**src/rtl/lsu_mem_ctrl.sv**
```systemverilog
// rtl/lsu_mem_ctrl.sv - load/store unit bridging byte-addressed RV32I requests to a word-wide memory
// Loads are lane-extracted and extended; SB/SH use read-modify-write; faults answer without touching memory.
`timescale 1ns/1ps
module lsu_mem_ctrl #(
   parameter int WORD_IDX_W = 8
) (
   input  logic        CLK,
   input  logic        RST,
   input  logic        req_valid,
   output logic        req_ready,
   input  logic        req_we,
   input  logic [2:0]  req_funct3,
   input  logic [31:0] req_addr,
   input  logic [31:0] req_wdata,
   output logic        rsp_valid,
   output logic [31:0] rsp_rdata,
   output logic        rsp_misalign,
   output logic [31:0] mem_addr,
   output logic [31:0] mem_wdata,
   output logic        mem_we,
   input  logic [31:0] mem_rdata
);

   typedef enum logic [2:0] {
      S_IDLE = 3'd0,
      S_RD   = 3'd1,
      S_EXT  = 3'd2,
      S_WR   = 3'd3,
      S_RESP = 3'd4
   } state_t;

   localparam logic [2:0] F3_B  = 3'b000;
   localparam logic [2:0] F3_H  = 3'b001;
   localparam logic [2:0] F3_W  = 3'b010;
   localparam logic [2:0] F3_BU = 3'b100;
   localparam logic [2:0] F3_HU = 3'b101;

   state_t      r_state;
   state_t      w_next;
   logic        r_we;
   logic [2:0]  r_funct3;
   logic [1:0]  r_off;
   logic [15:0] r_wdata;

   logic        w_accept;
   logic        w_illegal;
   logic        w_misaligned;
   logic        w_fault;
   logic        w_is_sw;
   logic [7:0]  w_byte;
   logic [15:0] w_half;
   logic [31:0] w_load_ext;
   logic [31:0] w_merged;
   logic [31:0] w_word_idx;
   logic        w_unused_addr;

   assign w_accept   = req_valid & req_ready;
   assign w_word_idx = {{(32 - WORD_IDX_W){1'b0}}, req_addr[WORD_IDX_W+1:2]};
   // Upper address bits alias onto the same word; they are deliberately dropped.
   assign w_unused_addr = ^req_addr[31:WORD_IDX_W+2];

   always_comb begin
      w_illegal = 1'b1;
      if (req_we) begin
         w_illegal = !(req_funct3 == F3_B || req_funct3 == F3_H || req_funct3 == F3_W);
      end else begin
         w_illegal = !(req_funct3 == F3_B || req_funct3 == F3_H || req_funct3 == F3_W ||
                       req_funct3 == F3_BU || req_funct3 == F3_HU);
      end
   end

   assign w_misaligned = ((req_funct3[1:0] == 2'b01) && req_addr[0]) ||
                         ((req_funct3[1:0] == 2'b10) && (req_addr[1:0] != 2'b00));
   assign w_fault      = w_illegal | w_misaligned;
   assign w_is_sw      = req_we && (req_funct3 == F3_W);

   always_ff @(posedge CLK) begin
      if (RST) begin
         r_state <= S_IDLE;
      end else begin
         r_state <= w_next;
      end
   end

   always_comb begin
      w_next = r_state;
      case (r_state)
         S_IDLE: begin
            if (w_accept) begin
               if (w_fault)      w_next = S_RESP;
               else if (w_is_sw) w_next = S_WR;
               else              w_next = S_RD;
            end
         end
         S_RD:    w_next = S_EXT;
         S_EXT:   w_next = r_we ? S_WR : S_RESP;
         S_WR:    w_next = S_RESP;
         S_RESP:  w_next = S_IDLE;
         default: w_next = S_IDLE;
      endcase
   end

   always_comb begin
      req_ready = 1'b0;
      rsp_valid = 1'b0;
      mem_we    = 1'b0;
      case (r_state)
         S_IDLE:  req_ready = 1'b1;
         S_WR:    mem_we    = 1'b1;
         S_RESP:  rsp_valid = 1'b1;
         default: ;
      endcase
   end

   always_comb begin
      w_byte = 8'h00;
      case (r_off)
         2'd0: w_byte = mem_rdata[7:0];
         2'd1: w_byte = mem_rdata[15:8];
         2'd2: w_byte = mem_rdata[23:16];
         2'd3: w_byte = mem_rdata[31:24];
         default: w_byte = 8'h00;
      endcase
   end

   assign w_half = r_off[1] ? mem_rdata[31:16] : mem_rdata[15:0];

   always_comb begin
      w_load_ext = 32'h0;
      case (r_funct3)
         F3_B:    w_load_ext = {{24{w_byte[7]}}, w_byte};
         F3_H:    w_load_ext = {{16{w_half[15]}}, w_half};
         F3_W:    w_load_ext = mem_rdata;
         F3_BU:   w_load_ext = {24'h0, w_byte};
         F3_HU:   w_load_ext = {16'h0, w_half};
         default: w_load_ext = 32'h0;
      endcase
   end

   // Old word with the store lane(s) overlaid; only SB/SH ever reach EXT as stores.
   always_comb begin
      w_merged = mem_rdata;
      if (r_funct3[1:0] == 2'b00) begin
         w_merged[{r_off, 3'b000} +: 8] = r_wdata[7:0];
      end else if (r_funct3[1:0] == 2'b01) begin
         w_merged[{r_off[1], 4'b0000} +: 16] = r_wdata[15:0];
      end
   end

   always_ff @(posedge CLK) begin
      if (RST) begin
         r_we         <= 1'b0;
         r_funct3     <= 3'b000;
         r_off        <= 2'b00;
         r_wdata      <= 16'h0;
         mem_addr     <= 32'h0;
         mem_wdata    <= 32'h0;
         rsp_rdata    <= 32'h0;
         rsp_misalign <= 1'b0;
      end else begin
         case (r_state)
            S_IDLE: begin
               if (w_accept) begin
                  r_we         <= req_we;
                  r_funct3     <= req_funct3;
                  r_off        <= req_addr[1:0];
                  r_wdata      <= req_wdata[15:0];
                  mem_addr     <= w_word_idx;
                  rsp_rdata    <= 32'h0;
                  rsp_misalign <= w_fault;
                  if (w_is_sw && !w_fault) begin
                     mem_wdata <= req_wdata;
                  end
               end
            end
            S_EXT: begin
               if (r_we) mem_wdata <= w_merged;
               else      rsp_rdata <= w_load_ext;
            end
            default: ;
         endcase
      end
   end

endmodule

```
**config.mk**
```make
export PLATFORM = sky130hd
export DESIGN_NAME = lsu_mem_ctrl
export DESIGN_NICKNAME = d
export VERILOG_FILES = /design/src/rtl/lsu_mem_ctrl.sv
export SDC_FILE = /design/constraint.sdc
export NUM_CORES = 1
export LEC_CHECK = 0
export ABC_AREA = 1
export BUFFER_PORTS_ARGS = -buffer_cell sky130_fd_sc_hd__buf_2
export CORE_ASPECT_RATIO = 0.7
export CORE_MARGIN = 4
export CORE_UTILIZATION = 45
export DETAILED_ROUTE_END_ITERATION = 12
export PLACE_DENSITY = 0.81
export RECOVER_POWER = 50
export SLEW_MARGIN = 15
export SYNTH_ARGS = -nofsm -noshare
export SYNTH_HDL_FRONTEND = slang
export SYNTH_SLANG_ARGS = --single-unit
```
**constraint.sdc**
```tcl
create_clock -name CLK -period 3.4 [get_ports CLK]
set_input_delay 0.51 -clock CLK [delete_from_list [all_inputs] [get_ports CLK]]
set_output_delay 0.51 -clock CLK [all_outputs]
set_load 0.01 [all_outputs]
```
## After elaboration in Yosys (flattened, before gate mapping)

Index checks and enable logic that the tools add are counted.

| storage, ports and cells | value |
|---|---|
| flip-flop bits (word level) | 98 |
| input port bits | 103 |
| output and inout bits | 100 |
| word-level logic and storage cells | 84 |

| operators by class | value |
|---|---|
| add/subtract/negate cells | 2 |
| equality and inequality tests | 22 |
| shift operators | 4 |
| muxes and demuxes | 23 |
| bitwise gates (word level) | 2 |
| reductions and logical operators | 22 |

Operators by type and width:

| cell | count |
|---|---|
| two-way mux 32 bit | 7 |
| case mux 32 bit (5 select lines) | 1 |
| case mux 32 bit (2 select lines) | 2 |
| bitwise mux 32 bit | 2 |
| case mux 8 bit (4 select lines) | 1 |
| variable shift 16 x 7 -> 32 bit, first input constant | 1 |
| variable shift 8 x 7 -> 32 bit, first input constant | 1 |
| variable part select 16 x 7 -> 32 bit | 1 |
| variable part select 8 x 7 -> 32 bit | 1 |
| two-way mux 16 bit | 1 |
| equality test 3 bit, second input constant | 5 |
| negator 5 -> 7 bit | 2 |
| equality test 3 x 2 -> 1 bit, second input constant | 4 |
| case mux 3 bit (4 select lines) | 1 |
| equality test 3 x 1 -> 1 bit, second input constant | 3 |
| logical NOT 3 bit | 3 |
| two-way mux 3 bit | 3 |
| inequality test 2 bit, second input constant | 4 |
| equality test 2 x 1 -> 1 bit, second input constant | 3 |
| equality test 2 bit, second input constant | 3 |
| logical OR 1 bit | 5 |
| logical AND 1 bit | 4 |
| logical NOT 2 bit | 2 |
| two-way mux 1 bit | 4 |
| 8 further kinds | 11 |

## Longest topological paths before layout

Gate-level depths: netlist of run 1.

| depth | value |
|---|---|
| word-level depth | 13 |
| mapped depth | 14 |
| gate-level depth less buffers | 12 |

## Worst setup path after synthesis of run 1

No wires, ideal clock.

| timing path | value |
|---|---|
| kind | reg2reg |
| start | reg r_off[0] |
| end | reg mem_wdata[6] |
| library setup time | 0.116 ns |
| data arrival time | 1.836 ns |
| required time | 3.284 ns |
| path slack | 1.448 ns |
| stages on the path, launching flop included | 13 |
| path buffers | 3 |
| period minus slack after synthesis | 1.952 ns |
| cell sequence | dfxtp_1 inv_1 clkbuf_1 ha_1 clkbuf_1 clkbuf_1 nor2_1 nor2_1 o21ai_0 nand3_1 nand2_1 nor2_1 nor2_1 |

| on the way | value |
|---|---|
| cells in the longest elaborated chain, start to end | 6 |
| elaborated cells on any way between the ends | 7 |
| classes of those cells | add/sub: 1; shift: 2; mux: 4 |

Ends and longest elaborated chain:

| element | RTL line | source |
|---|---|---|
| start, declared | 42 | `logic [1:0] r_off;` |
| start signal, assigned | 166 | `r_off <= req_addr[1:0];` |
| negator 5 -> 7 bit (*) | 144 | `w_merged[{r_off, 3'b000} +: 8] = r_wdata[7:0];` |
| variable part select 8 x 7 -> 32 bit or variable shift 8 x 7 -> 32 bit (tied branches) | 144 |  |
| bitwise mux 32 bit (*) | 144 |  |
| two-way mux 32 bit (*) | 143 | `if (r_funct3[1:0] == 2'b00) begin` |
| two-way mux 32 bit (*) | 177 | `if (r_we) mem_wdata <= w_merged;` |
| case mux 32 bit (2 select lines) (*) | 161 | `case (r_state)` |
| end signal, assigned | 172 | `mem_wdata <= req_wdata;` |
| end signal, assigned | 177 |  |
| end, declared | 19 | `output logic [31:0] mem_wdata,` |

Mark *: on every way between the ends. The rest lies on a longest branch, timed or not. The select of a mux whose other input is x is not followed.
A chain may end at the register's enable or synchronous reset.

## Worst setup path after layout of run 1

| timing path | value |
|---|---|
| start | reg r_state[0] |
| end | reg rsp_rdata[2] |

| on the way | value |
|---|---|
| cells in the longest elaborated chain, start to end | 5 |
| elaborated cells on any way between the ends | 9 |
| classes of those cells | eq/ne: 3; mux: 2; bitwise: 1; reduce/logical: 3 |

Ends and longest elaborated chain:

| element | RTL line | source |
|---|---|---|
| start, declared | 38 | `state_t r_state;` |
| start signal, assigned | 81 | `r_state <= w_next;` |
| logical NOT 3 bit | 107, 161 |  |
| two-way mux 1 bit | 107 | `case (r_state)` |
| bitwise AND 1 bit | 57 | `assign w_accept = req_valid & req_ready;` |
| inequality test 2 bit (no line) | -- |  |
| AND reduction 3 bit (no line) | -- |  |
| end signal, assigned | 178 | `else rsp_rdata <= w_load_ext;` |
| end, declared | 16 | `output logic [31:0] rsp_rdata,` |

Several ways; a longest one is shown, not always the timed one.

==> results of run 1 <==
## kinds of logic after synthesis
kind of cell,after synthesis,share of synthesized area
AND/OR/NAND/NOR,594,0.399
AO/OA/AOI/OAI,170,0.152
buffers and inverters,134,0.112
flip-flops,98,0.326
adder cells (fa/ha/maj),5,0.0104
other,1,0.000622
## state kept, by name (all words and copies together), names as in the netlist
name	cells
mem_addr	8
r_funct3	3
r_wdata	16
r_we	1
r_off	2
rsp_rdata	32
rsp_misalign	1
r_state	3
mem_wdata	32
## worst max-delay path by stage
stage | from | endpoint | slack (ps) | depth (start not counted)
finish | r_state[0] | rsp_rdata[2] | 890 | 9
global route | r_state[0] | rsp_rdata[2] | 650 | 9
CTS | r_off[0] | rsp_rdata[26] | 1040 | 8
detailed placement | r_off[0] | rsp_rdata[26] | 1070 | 8
global placement | r_off[0] | rsp_rdata[22] | 1110 | 8
floorplan | r_off[0] | mem_wdata[6] | 1450 | 12
## per-stage QoR
step | cells | hold WS [ps] | area, sq um | utilization | power (mW)
floorplan | 1025 | 457 | 6110 | - | 1.86
global placement | 1275 | 450 | 6700 | 0.510 | 2.07
detailed placement | 1275 | 453 | 6700 | 0.510 | 2.08
CTS | 1291 | 404 | 7010 | 0.534 | 3.15
global route | 1291 | 414 | 6910 | 0.526 | 3.30
finish | 1291 | 404 | 6910 | 0.526 | 3.14
## power groups by stage
stage	clock, mW	combinational [mW]	sequential [mW]
2_1_floorplan	0	0.556	1.31
3_3_place_gp	0	0.780	1.29
4_1_cts	1.09	0.796	1.26
3_5_place_dp	0	0.790	1.29
5_1_grt	1.13	0.895	1.27
6_report	1.08	0.796	1.27
## area by class of cell
class                      instances  area, sq um
fill                            1411         6230
sequential                        98         1960
timing repair buffer             167          772
clock inverter                     7         81.3
multi-input combinational        793         3470
clock buffer                       9          225
inverter                          51          191
tap                              166          208
## cells in the final DEF (no fill, tap or decap), types with 2 or more instances in the layout
cell and instances:
nor2_2 2, nand3_1 83, buf_2 83, o2111ai_1 6
inv_1 42, inv_2 8, nand2_1 402, a22oi_1 8
buf_4 11, o21ai_1 11, clkbuf_16 9, nand3_2 2
nand2_2 5, nor2_1 86, nor3_1 10, inv_6 3
o211ai_1 2, ha_1 5, conb_1 24, nor2_4 2
dfxtp_1 98, a21oi_1 97, o21ai_0 42, clkbuf_1 73
## cells in the mapped netlist
master | number | area (sq um)
buf_1 | 2 | 7.51
o21ai_1 | 11 | 55.1
o21ai_0 | 42 | 210
a22oi_1 | 8 | 60.1
inv_1 | 40 | 150
clkbuf_1 | 28 | 105
o311ai_0 | 1 | 8.76
o211ai_1 | 2 | 15.0
inv_2 | 10 | 37.5
conb_1 | 1 | 3.75
a211oi_1 | 1 | 7.51
nor3_1 | 10 | 50.1
nand2_2 | 4 | 25.0
ha_1 | 5 | 62.6
a21oi_1 | 97 | 485
buf_2 | 18 | 90.1
dfxtp_1 | 98 | 1960
a21oi_4 | 1 | 16.3
o21a_1 | 1 | 7.51
nand3_1 | 83 | 415
nand4_1 | 1 | 6.26
nand2_1 | 403 | 1510
nor2_2 | 2 | 12.5
buf_4 | 31 | 233
nor2_4 | 3 | 33.8
nand2_4 | 1 | 11.3
nand3_2 | 2 | 20.0
o2111ai_1 | 6 | 52.6
clkinv_1 | 1 | 3.75
nor2_1 | 85 | 319
buf_6 | 4 | 45.0
## critical path: stages, from the launching register on
cell     delay, ps
dfxtp_1        340
inv_1          120
nand2_2         60
nor2_1         530
nand2_4         90
inv_1          530
nor2_4         240
inv_2          240
o21ai_0        110
a21oi_1        150
## per-layer routing
metal / wire [microns] / vias to the layer above
met2: 8160 / 371
met1: 9030 / 3066
met5: 32 / -
met3: 2830 / 39
met4: 264 / 4
li1: - / 3399
==> key figures, run 1 <==
CTS
  • Clock root buffer: clkbuf_16
  • Clk sink count: 98
  • Clk_lat worst skew: 350 ps
  • Clock-pin slew on the worst setup and hold paths: 80 ps
  • Number of post-CTS setup repair buffers: 0
  • CTS tree: built
  • Clock buffer depth: 2
  • CTS Buf Count: 9
  • Cts repair resizes: 0
  • Hold_buf cts: 0
  • CTS H-tree depth: 3

Die
  • Num ports: 203
  • Die height: ~100 microns
  • Die area: 15300 sq um
  • Cell row count: 35
  • Die X: 146 microns
  • Core area: about 13000 sq um
  • Initial Utilization: 0.459

Worst hold path
  • HP Class: in2reg
  • Worst Hold Launch: req_addr[8]
  • End of the worst hold path: mem_addr[6]
  • Worst Hold Depth: 3

STA
  • TNS Setup: 0 ps
  • Worst-case clock skew: 9.58 ps
  • Final min period: 2510 ps
  • Slew headroom: 0.456
  • RSZ-0062 raised after global routing: false
  • Period Utilization, post-route: 0.740
  • Hold Violations, Final: 0
  • Fin worst setup slack: a little under 900 ps
  • Fmax: 398 MHz
  • Slew @ Worst Pin: about 800 ps
  • Endpoints failing setup: 0
  • Max-slew violation count: 0

Critical path
  • R2r setup slk: 890 ps
  • R2R depth: 9
  • Setup crit start kind: flop
  • Critical path peak fanout: 20
  • Critical path type: reg2reg
  • CP required: roughly 3700 ps
  • Arr. time, crit path: 2800 ps
  • Worst r2r dst: rsp_rdata[2]
  • Critical Path Sink Type: flop
  • Launch point of the worst reg-to-reg path: r_state[0]

Power and ir drop
  • Seq pwr share: 0.404
  • P_leak: 3.17 nW
  • Sw Share: 0.347
  • VDD IR max: between 200 and 300 uV
  • Comb pwr share: 0.254
  • NetSw: 1.09 mW
  • Power density over the cells: about 450 nW/um^2
  • Int Pwr: 2.05 mW
  • Clk pwr share: 0.343

Finish
  • Final #Nets: between 1000 and 1500
  • Share of cells above drive strength 1: 0.116
  • N_diodes: 0
  • Area growth from synthesis to layout: 14.7%

Global routing
  • Total Routing Usage GR: 0.257
  • Met3 usage in global routing: 0.0997
  • Gr busiest metal: met1
  • Vias in the first global route: around 6200
  • GRT overflow: 0
  • First-pass GRT wire length: 32100 microns
  • Met1 GRT Util: 0.369
  • Largest net degree at the start of global routing: 51
  • M2 GR Usage: 0.362
  • Initial antenna violation count: 2

Route
  • Drt total wl: 20300 microns
  • Vias post-DR: 6879
  • DRC Markers: 0
  • Pre-antenna DRT Iters: 7
  • Final ANT Viol Nets: 0
  • Avg Vias per Cell: 5.33
  • WL/cell: 15.7 microns
  • Initial drt markers: just under 700

Place
  • Setup WS pre-CTS: roughly 1100 ps
  • DP Wirelength: 14800 microns
  • Port Buffers: 156
  • Placer Congestion: 0.955

Yosys
  • Sequential share of the synthesized area: 0.326
  • Netlist cell types: 31
  • Post-synthesis register bit count: just under 100
  • Yosys warns: 0
  • Mean area per synthesized cell: between 6 and 7 sq um
  • Mapped Cells: ~1000
  • Mapped Area: 6020 sq um

Outcome
  • Outcome: finished, final reports clean

Flow run
  • Max Cap Viol: 0
Note: power is estimated with default switching activity, not from simulation.
==> run 2, diff against run 1 <==
PLACE_DENSITY = 0.83   (was 0.81)
clock period = 2.25 ns   (was 3.4 ns; I/O delays follow)
==> run 2 against run 1 <==
Net effect:
- critical path depth increased by 1
- non-clock buffer count grew 15
- clock-buffer cell count unchanged
- global-route usage down 0.29 points
- critical endpoint is now mem_wdata[30]
==> key figures, run 2 (synthesized netlist as in run 1, its figures left out) <==
Route
  • Initial drt markers: 735 (was 684)
  • Vias post-DR: 6978 (was 6879)
  • DRC Markers: 0 (unchanged)
  • WL/cell: 15.3 microns (was 15.7 microns)
  • Avg Vias per Cell: 5.34 (was 5.33)
  • Drt total wl: 20000 microns (was 20300 microns)
  • Pre-antenna DRT Iters: 5 (was 7)
  • Final ANT Viol Nets: 0 (unchanged)

STA
  • TNS Setup: 0 ps (unchanged)
  • Final min period: 2010 ps (was 2510 ps)
  • Fmax: 498 MHz (was 398 MHz)
  • Slew headroom: 0.596 (was 0.456)
  • Worst-case clock skew: 9.75 ps (was 9.58 ps)
  • Max-slew violation count: 0 (unchanged)
  • Hold Violations, Final: 0 (unchanged)
  • Slew @ Worst Pin: 599 ps (was 814 ps)
  • Period Utilization, post-route: 0.892 (was 0.740)
  • Endpoints failing setup: 0 (unchanged)
  • RSZ-0062 raised after global routing: false (unchanged)

Global routing
  • Initial antenna violation count: 3 (was 2)
  • First-pass GRT wire length: 31900 microns (was 32100 microns)
  • Largest net degree at the start of global routing: 51 (unchanged)
  • Total Routing Usage GR: 0.254 (was 0.257)
  • Vias in the first global route: 6137 (was 6173)
  • GRT overflow: 0 (unchanged)

Critical path
  • Top delay family on crit path: simple AND/OR/NAND/NOR gates (unchanged)
  • Critical path type: reg2reg (unchanged)
  • Most frequent CP cell: nand2_1 (was inv_1)
  • Arr. time, crit path: 2310 ps (was 2800 ps)
  • Critical path endpoint: mem_wdata[30] (was rsp_rdata[2])
  • R2r setup slk: 240 ps (was 890 ps)
  • Crit-path cells: inv_1 > ha_1 > buf_12 > nor3_1 > nand2_1 > nand2_1 > nand3_1 > nand2_1 > nor2_1 > nor2_1 (was inv_1 > nand2_2 > nor2_1 > nand2_4 > inv_1 > nor2_4 > inv_2 > o21ai_0 > a21oi_1)
  • CP required: 2550 ps (was 3680 ps)
  • R2R depth: 10 (was 9)
  • Critical path depth: 10 (was 9)
  • Critical Path Sink Type: flop (unchanged)
  • CP startpoint: r_off[1] (was r_state[0])
  • Critical path peak fanout: 24 (was 20)
  • Setup crit start kind: flop (unchanged)
  • Crit path buf inv count: 2 (was 3)
  • Worst path slowest cell: dfxtp_1 (was nor2_1)
  • Worst r2r dst: mem_wdata[30] (was rsp_rdata[2])
  • CP max stage delay: 410 ps (was 530 ps)
  • Launch point of the worst reg-to-reg path: r_off[1] (was r_state[0])

Power and ir drop
  • Final Power: 4.79 mW (was 3.14 mW)
  • Comb pwr share: 0.262 (was 0.254)
  • P_leak: 3.25 nW (was 3.17 nW)
  • Int Pwr: 3.14 mW (was 2.05 mW)
  • Sw Share: 0.345 (was 0.347)
  • VDD IR max: 394 uV (was 258 uV)
  • Power density over the cells: 678 nW/um^2 (was 454 nW/um^2)
  • Seq pwr share: 0.399 (was 0.404)
  • Clk pwr share: 0.339 (was 0.343)
  • NetSw: 1.65 mW (was 1.09 mW)

Finish
  • Final #Nets: 1243 (was 1228)
  • Biggest registers after layout: mem_wdata: 32 flops, rsp_rdata: 32 flops, r_wdata: 16 flops (unchanged)
  • Area of the multi-input gates: 3480 sq um (was 3470 sq um)
  • N_diodes: 0 (unchanged)
  • Most frequent cells in the layout: nand2_1, dfxtp_1, a21oi_1 (unchanged)
  • Most common cell after layout, fill and taps aside: nand2_1 (unchanged)
  • Area growth from synthesis to layout: 17.4% (was 14.7%)
  • Fillers: 1361 (was 1411)
  • Register area: 1960 sq um (unchanged)
  • Fin area: 7070 sq um (was 6910 sq um)
  • Share of cells above drive strength 1: 0.128 (was 0.116)

Place
  • Area after DPL: 6850 sq um (was 6700 sq um)
  • DP Wirelength: 14700 microns (was 14800 microns)
  • Placer Congestion: 0.982 (was 0.955)
  • Port Buffers: 156 (unchanged)

CTS
  • Clock buffer depth: 2 (unchanged)
  • CTS tree: built (unchanged)
  • Clk sink count: 98 (unchanged)
  • CTS Buf Count: 9 (unchanged)
  • Hold_buf cts: 0 (unchanged)
  • Clock-pin slew on the worst setup and hold paths: 70 ps (was 80 ps)
  • Clock root buffer: clkbuf_16 (unchanged)
  • Clk_lat worst skew: 360 ps (was 350 ps)
  • Number of post-CTS setup repair buffers: 0 (unchanged)
  • CTS H-tree depth: 3 (unchanged)

Die
  • Core area: 13100 sq um (unchanged)
  • Die area: 15300 sq um (unchanged)
  • Cell row count: 35 (unchanged)
  • Die X: 146 microns (unchanged)
  • Initial Utilization: 0.459 (unchanged)
  • Num ports: 203 (unchanged)
  • Die height: 105 microns (unchanged)

Flow run
  • Max Cap Viol: 0 (unchanged)

Outcome
  • Outcome: finished, final reports clean (unchanged)

Worst hold path
  • HP Class: in2reg (unchanged)
  • Worst Hold Depth: 3 (unchanged)
  • Worst Hold Launch: req_addr[9] (was req_addr[8])
[run 2: cell count changes in the layout (fill, tap and decap cells not counted), sizes merged]
cell and change:
buf +13, clkbuf +2, clkinv +1, inv -1
[run 2: stage by stage]
| stage | util | setup WS (ps) | std cells | hold WS [ps] |
|---|---|---|---|---|
| CTS | 0.545 | 198 | 1306 | 220 |
| global route | 0.538 | 84.2 | 1306 | 243 |
| finish | 0.538 | 244 | 1306 | 220 |
| global placement | 0.522 | 280 | 1290 | 449 |
| floorplan | - | 298 | 1025 | 457 |
| detailed placement | 0.522 | 218 | 1290 | 452 |
[run 2: power by group through the flow]
| stage | Sequential [mW] | Combinational (mW) | Clock (mW) |
|---|---|---|---|
| global placement | 1.95 | 1.23 | 0 |
| floorplan | 1.97 | 0.839 | 0 |
| finish | 1.91 | 1.26 | 1.63 |
| detailed placement | 1.95 | 1.25 | 0 |
| CTS | 1.91 | 1.25 | 1.65 |
| global route | 1.93 | 1.41 | 1.71 |
[run 2: what timing repair did]
action / in CTS / in global routing
endpoints found under the hold margin: 0 / 0
endpoints found under the setup margin: 0 / 24
resized for setup: 0 / 1
[run 2: worst min-delay path by stage]
stage                               end  slack, ps
final                       mem_addr[7]        220
after global routing        mem_addr[3]        240
after CTS                   mem_addr[7]        220
after detailed placement  rsp_rdata[19]        450
after global placement      mem_addr[1]        450
after floorplan             r_funct3[2]        460
[run 2: worst reg2reg max path, stage by stage (launching register included)]
cell and delay, ps:
dfxtp_1 410, inv_1 170, ha_1 300, buf_12 190, nor3_1 340, nand2_1 90
nand2_1 80, nand3_1 140, nand2_1 110, nor2_1 40, nor2_1 90
[run 2: layout make-up]
cell class | instances | share of cell area
Sequential cell | 98 | 0.277
Inverter | 51 | 0.0271
Clock buffer | 9 | 0.0318
Tap cell | 166 | 0.0294
Multi-Input combinational cell | 793 | 0.493
Clock inverter | 7 | 0.0120
Timing Repair Buffer | 182 | 0.130
[run 2: metal layers]
metal	global-route usage	wire, microns	vias up
met2	0.352	7980	376
li1	-	-	3432
met1	0.384	9060	3127
met3	0.0763	2530	37
met5	0	46	-
met4	0.0557	331	6
==> run 3, diff against run 2 <==
CTS_BUF_LIST = sky130_fd_sc_hd__clkbuf_8   (was unset)
==> run 3 against run 2 <==
Net effect:
- sequential share of layout area grew 0.40 points
- die area is the same
- register-to-register slack gained 20 ps
- global-route usage shrank 0.071 points
- setup slack gained 16 ps
- clock power shrank 24%
- clock skew grew 2.6 ps
- design area shrank 1.4%
- core utilization shrank 0.77 points
- clock-buffer cell count is the same
- largest cell class unchanged
- highest routed layer unchanged
==> key figures, run 3 (synthesized netlist as in run 1, its figures left out) <==
Outcome
  • Outcome: finished, final reports clean (unchanged)

STA
  • Final min period: 1990 ps (was 2010 ps)
  • TNS Setup: 0 ps (unchanged)
  • Hold Violations, Final: 0 (unchanged)
  • Max-slew violation count: 0 (unchanged)
  • RSZ-0062 raised after global routing: false (unchanged)
  • Worst-case clock skew: 12.3 ps (was 9.75 ps)
  • Period Utilization, post-route: 0.885 (was 0.892)
  • Endpoints failing setup: 0 (unchanged)
  • Slew @ Worst Pin: 573 ps (was 599 ps)
  • Fmax: 502 MHz (was 498 MHz)
  • Slew headroom: 0.613 (was 0.596)

Power and ir drop
  • VDD IR max: 334 uV (was 394 uV)
  • Comb pwr share: 0.285 (was 0.262)
  • Clk pwr share: 0.281 (was 0.339)
  • Sw Share: 0.366 (was 0.345)
  • Seq pwr share: 0.434 (was 0.399)
  • NetSw: 1.61 mW (was 1.65 mW)
  • Power density over the cells: 632 nW/um^2 (was 678 nW/um^2)
  • P_leak: 3.21 nW (was 3.25 nW)
  • Int Pwr: 2.79 mW (was 3.14 mW)

CTS
  • CTS Buf Count: 9 (unchanged)
  • Clk sink count: 98 (unchanged)
  • Number of post-CTS setup repair buffers: 0 (unchanged)
  • Clock-pin slew on the worst setup and hold paths: 110 ps (was 70 ps)
  • CTS tree: built (unchanged)
  • Clock buffer depth: 2 (unchanged)
  • Clk_lat worst skew: 390 ps (was 360 ps)
  • CTS H-tree depth: 3 (unchanged)
  • Clock root buffer: clkbuf_8 (was clkbuf_16)

Critical path
  • Worst r2r dst: mem_wdata[30] (unchanged)
  • Arr. time, crit path: 2330 ps (was 2310 ps)
  • Launch point of the worst reg-to-reg path: r_off[1] (unchanged)
  • Critical path type: reg2reg (unchanged)
  • Critical path endpoint: mem_wdata[30] (unchanged)
  • R2r setup slk: 260 ps (was 240 ps)
  • Critical path peak fanout: 24 (unchanged)
  • CP required: 2590 ps (was 2550 ps)
  • Critical Path Sink Type: flop (unchanged)
  • CP startpoint: r_off[1] (unchanged)
  • R2R depth: 10 (unchanged)
  • Setup crit start kind: flop (unchanged)

Route
  • DRC Markers: 0 (unchanged)
  • Pre-antenna DRT Iters: 5 (unchanged)
  • Vias post-DR: 6948 (was 6978)
  • Initial drt markers: 790 (was 735)
  • Avg Vias per Cell: 5.32 (was 5.34)
  • Drt total wl: 19900 microns (was 20000 microns)
  • Final ANT Viol Nets: 0 (unchanged)
  • WL/cell: 15.2 microns (was 15.3 microns)

Die
  • Cell row count: 35 (unchanged)
  • Num ports: 203 (unchanged)
  • Die height: 105 microns (unchanged)
  • Core area: 13100 sq um (unchanged)
  • Initial Utilization: 0.459 (unchanged)
  • Die area: 15300 sq um (unchanged)
  • Die X: 146 microns (unchanged)

Place
  • Port Buffers: 156 (unchanged)
  • DP Wirelength: 14700 microns (unchanged)
  • Placed cells: 1290 (unchanged)
  • Placer Congestion: 0.982 (unchanged)

Finish
  • Finished Layout Cells: 1306 (unchanged)
  • Most frequent cells in the layout: nand2_1, dfxtp_1, a21oi_1 (unchanged)
  • N_diodes: 0 (unchanged)
  • Share of cells above drive strength 1: 0.128 (unchanged)
  • Biggest registers after layout: mem_wdata: 32 flops, rsp_rdata: 32 flops, r_wdata: 16 flops (unchanged)
  • Final #Nets: 1243 (unchanged)
  • Most common cell after layout, fill and taps aside: nand2_1 (unchanged)
  • Area growth from synthesis to layout: 15.7% (was 17.4%)

Global routing
  • Initial antenna violation count: 3 (unchanged)
  • Total Routing Usage GR: 0.253 (was 0.254)
  • Largest net degree at the start of global routing: 51 (unchanged)
  • First-pass GRT wire length: 31800 microns (was 31900 microns)
  • GRT overflow: 0 (unchanged)
  • Vias in the first global route: 6122 (was 6137)

Worst hold path
  • HP Class: in2reg (unchanged)

Flow run
  • Max Cap Viol: 0 (unchanged)
run 3: changes by cell type in the layout (fill, tap and decap cells not counted):
cell | previous run | this run
clkbuf_16 | 9 | 0
clkbuf_8 | 0 | 9
run 3: power by group through the flow:
stage | Clock (mW) | Combinational (mW) | Sequential [mW]
2_1_floorplan | 0 | 0.839 | 1.97
5_1_grt | 1.32 | 1.41 | 1.93
4_1_cts | 1.25 | 1.25 | 1.91
3_5_place_dp | 0 | 1.25 | 1.95
3_3_place_gp | 0 | 1.23 | 1.95
6_report | 1.24 | 1.25 | 1.91
run 3: worst max-delay path, cell delays in order, from the launching register on:
cell	delay, ps
dfxtp_1	430
inv_1	170
ha_1	300
buf_12	190
nor3_1	310
nand2_1	90
nand2_1	70
nand3_1	140
nand2_1	100
nor2_1	40
nor2_1	90
run 3: worst min-delay path by stage:
stage,from,end,slack (ps),cells past startpoint
after CTS,req_addr[9],mem_addr[7],180,3
after detailed placement,rsp_rdata[19],rsp_rdata[19],450,2
after floorplan,r_funct3[2],r_funct3[2],460,2
after global routing,req_addr[5],mem_addr[3],200,3
final,req_addr[9],mem_addr[7],180,3
after global placement,mem_addr[1],mem_addr[1],450,2
run 3: timing repair:
| item | CTS | global route |
|---|---|---|
| endpoints found under the setup margin | 0 | 24 |
| resized for setup | 0 | 1 |
| hold buffers | 0 | 0 |
run 3: layout make-up:
cell class	count	area, sq um
fillers	1375	6160
multi-input cells	793	3480
flip-flops and latches	98	1960
repair buffers	182	918
well taps	166	208
inverters	51	191
clock buffers	9	124
clock inverters	7	85.1
run 3: per-layer routing:
layer / global-route usage / part of all wire
met1: 0.383 / 0.46
met2: 0.354 / 0.40
met3: 0.0733 / 0.13
met4: 0.0523 / 0.014
met5: 0 / 0.0021
run 3: per-stage QoR:
stage	setup WS (ps)	total power, mW	utilization	area [sq um]	hold slack (ps)
after floorplan	298	2.81	-	6110	457
after global placement	280	3.17	0.522	6850	449
after detailed placement	218	3.19	0.522	6850	452
after CTS	189	4.42	0.538	7060	176
after global routing	76.7	4.65	0.531	6970	201
final	260	4.40	0.531	6970	183
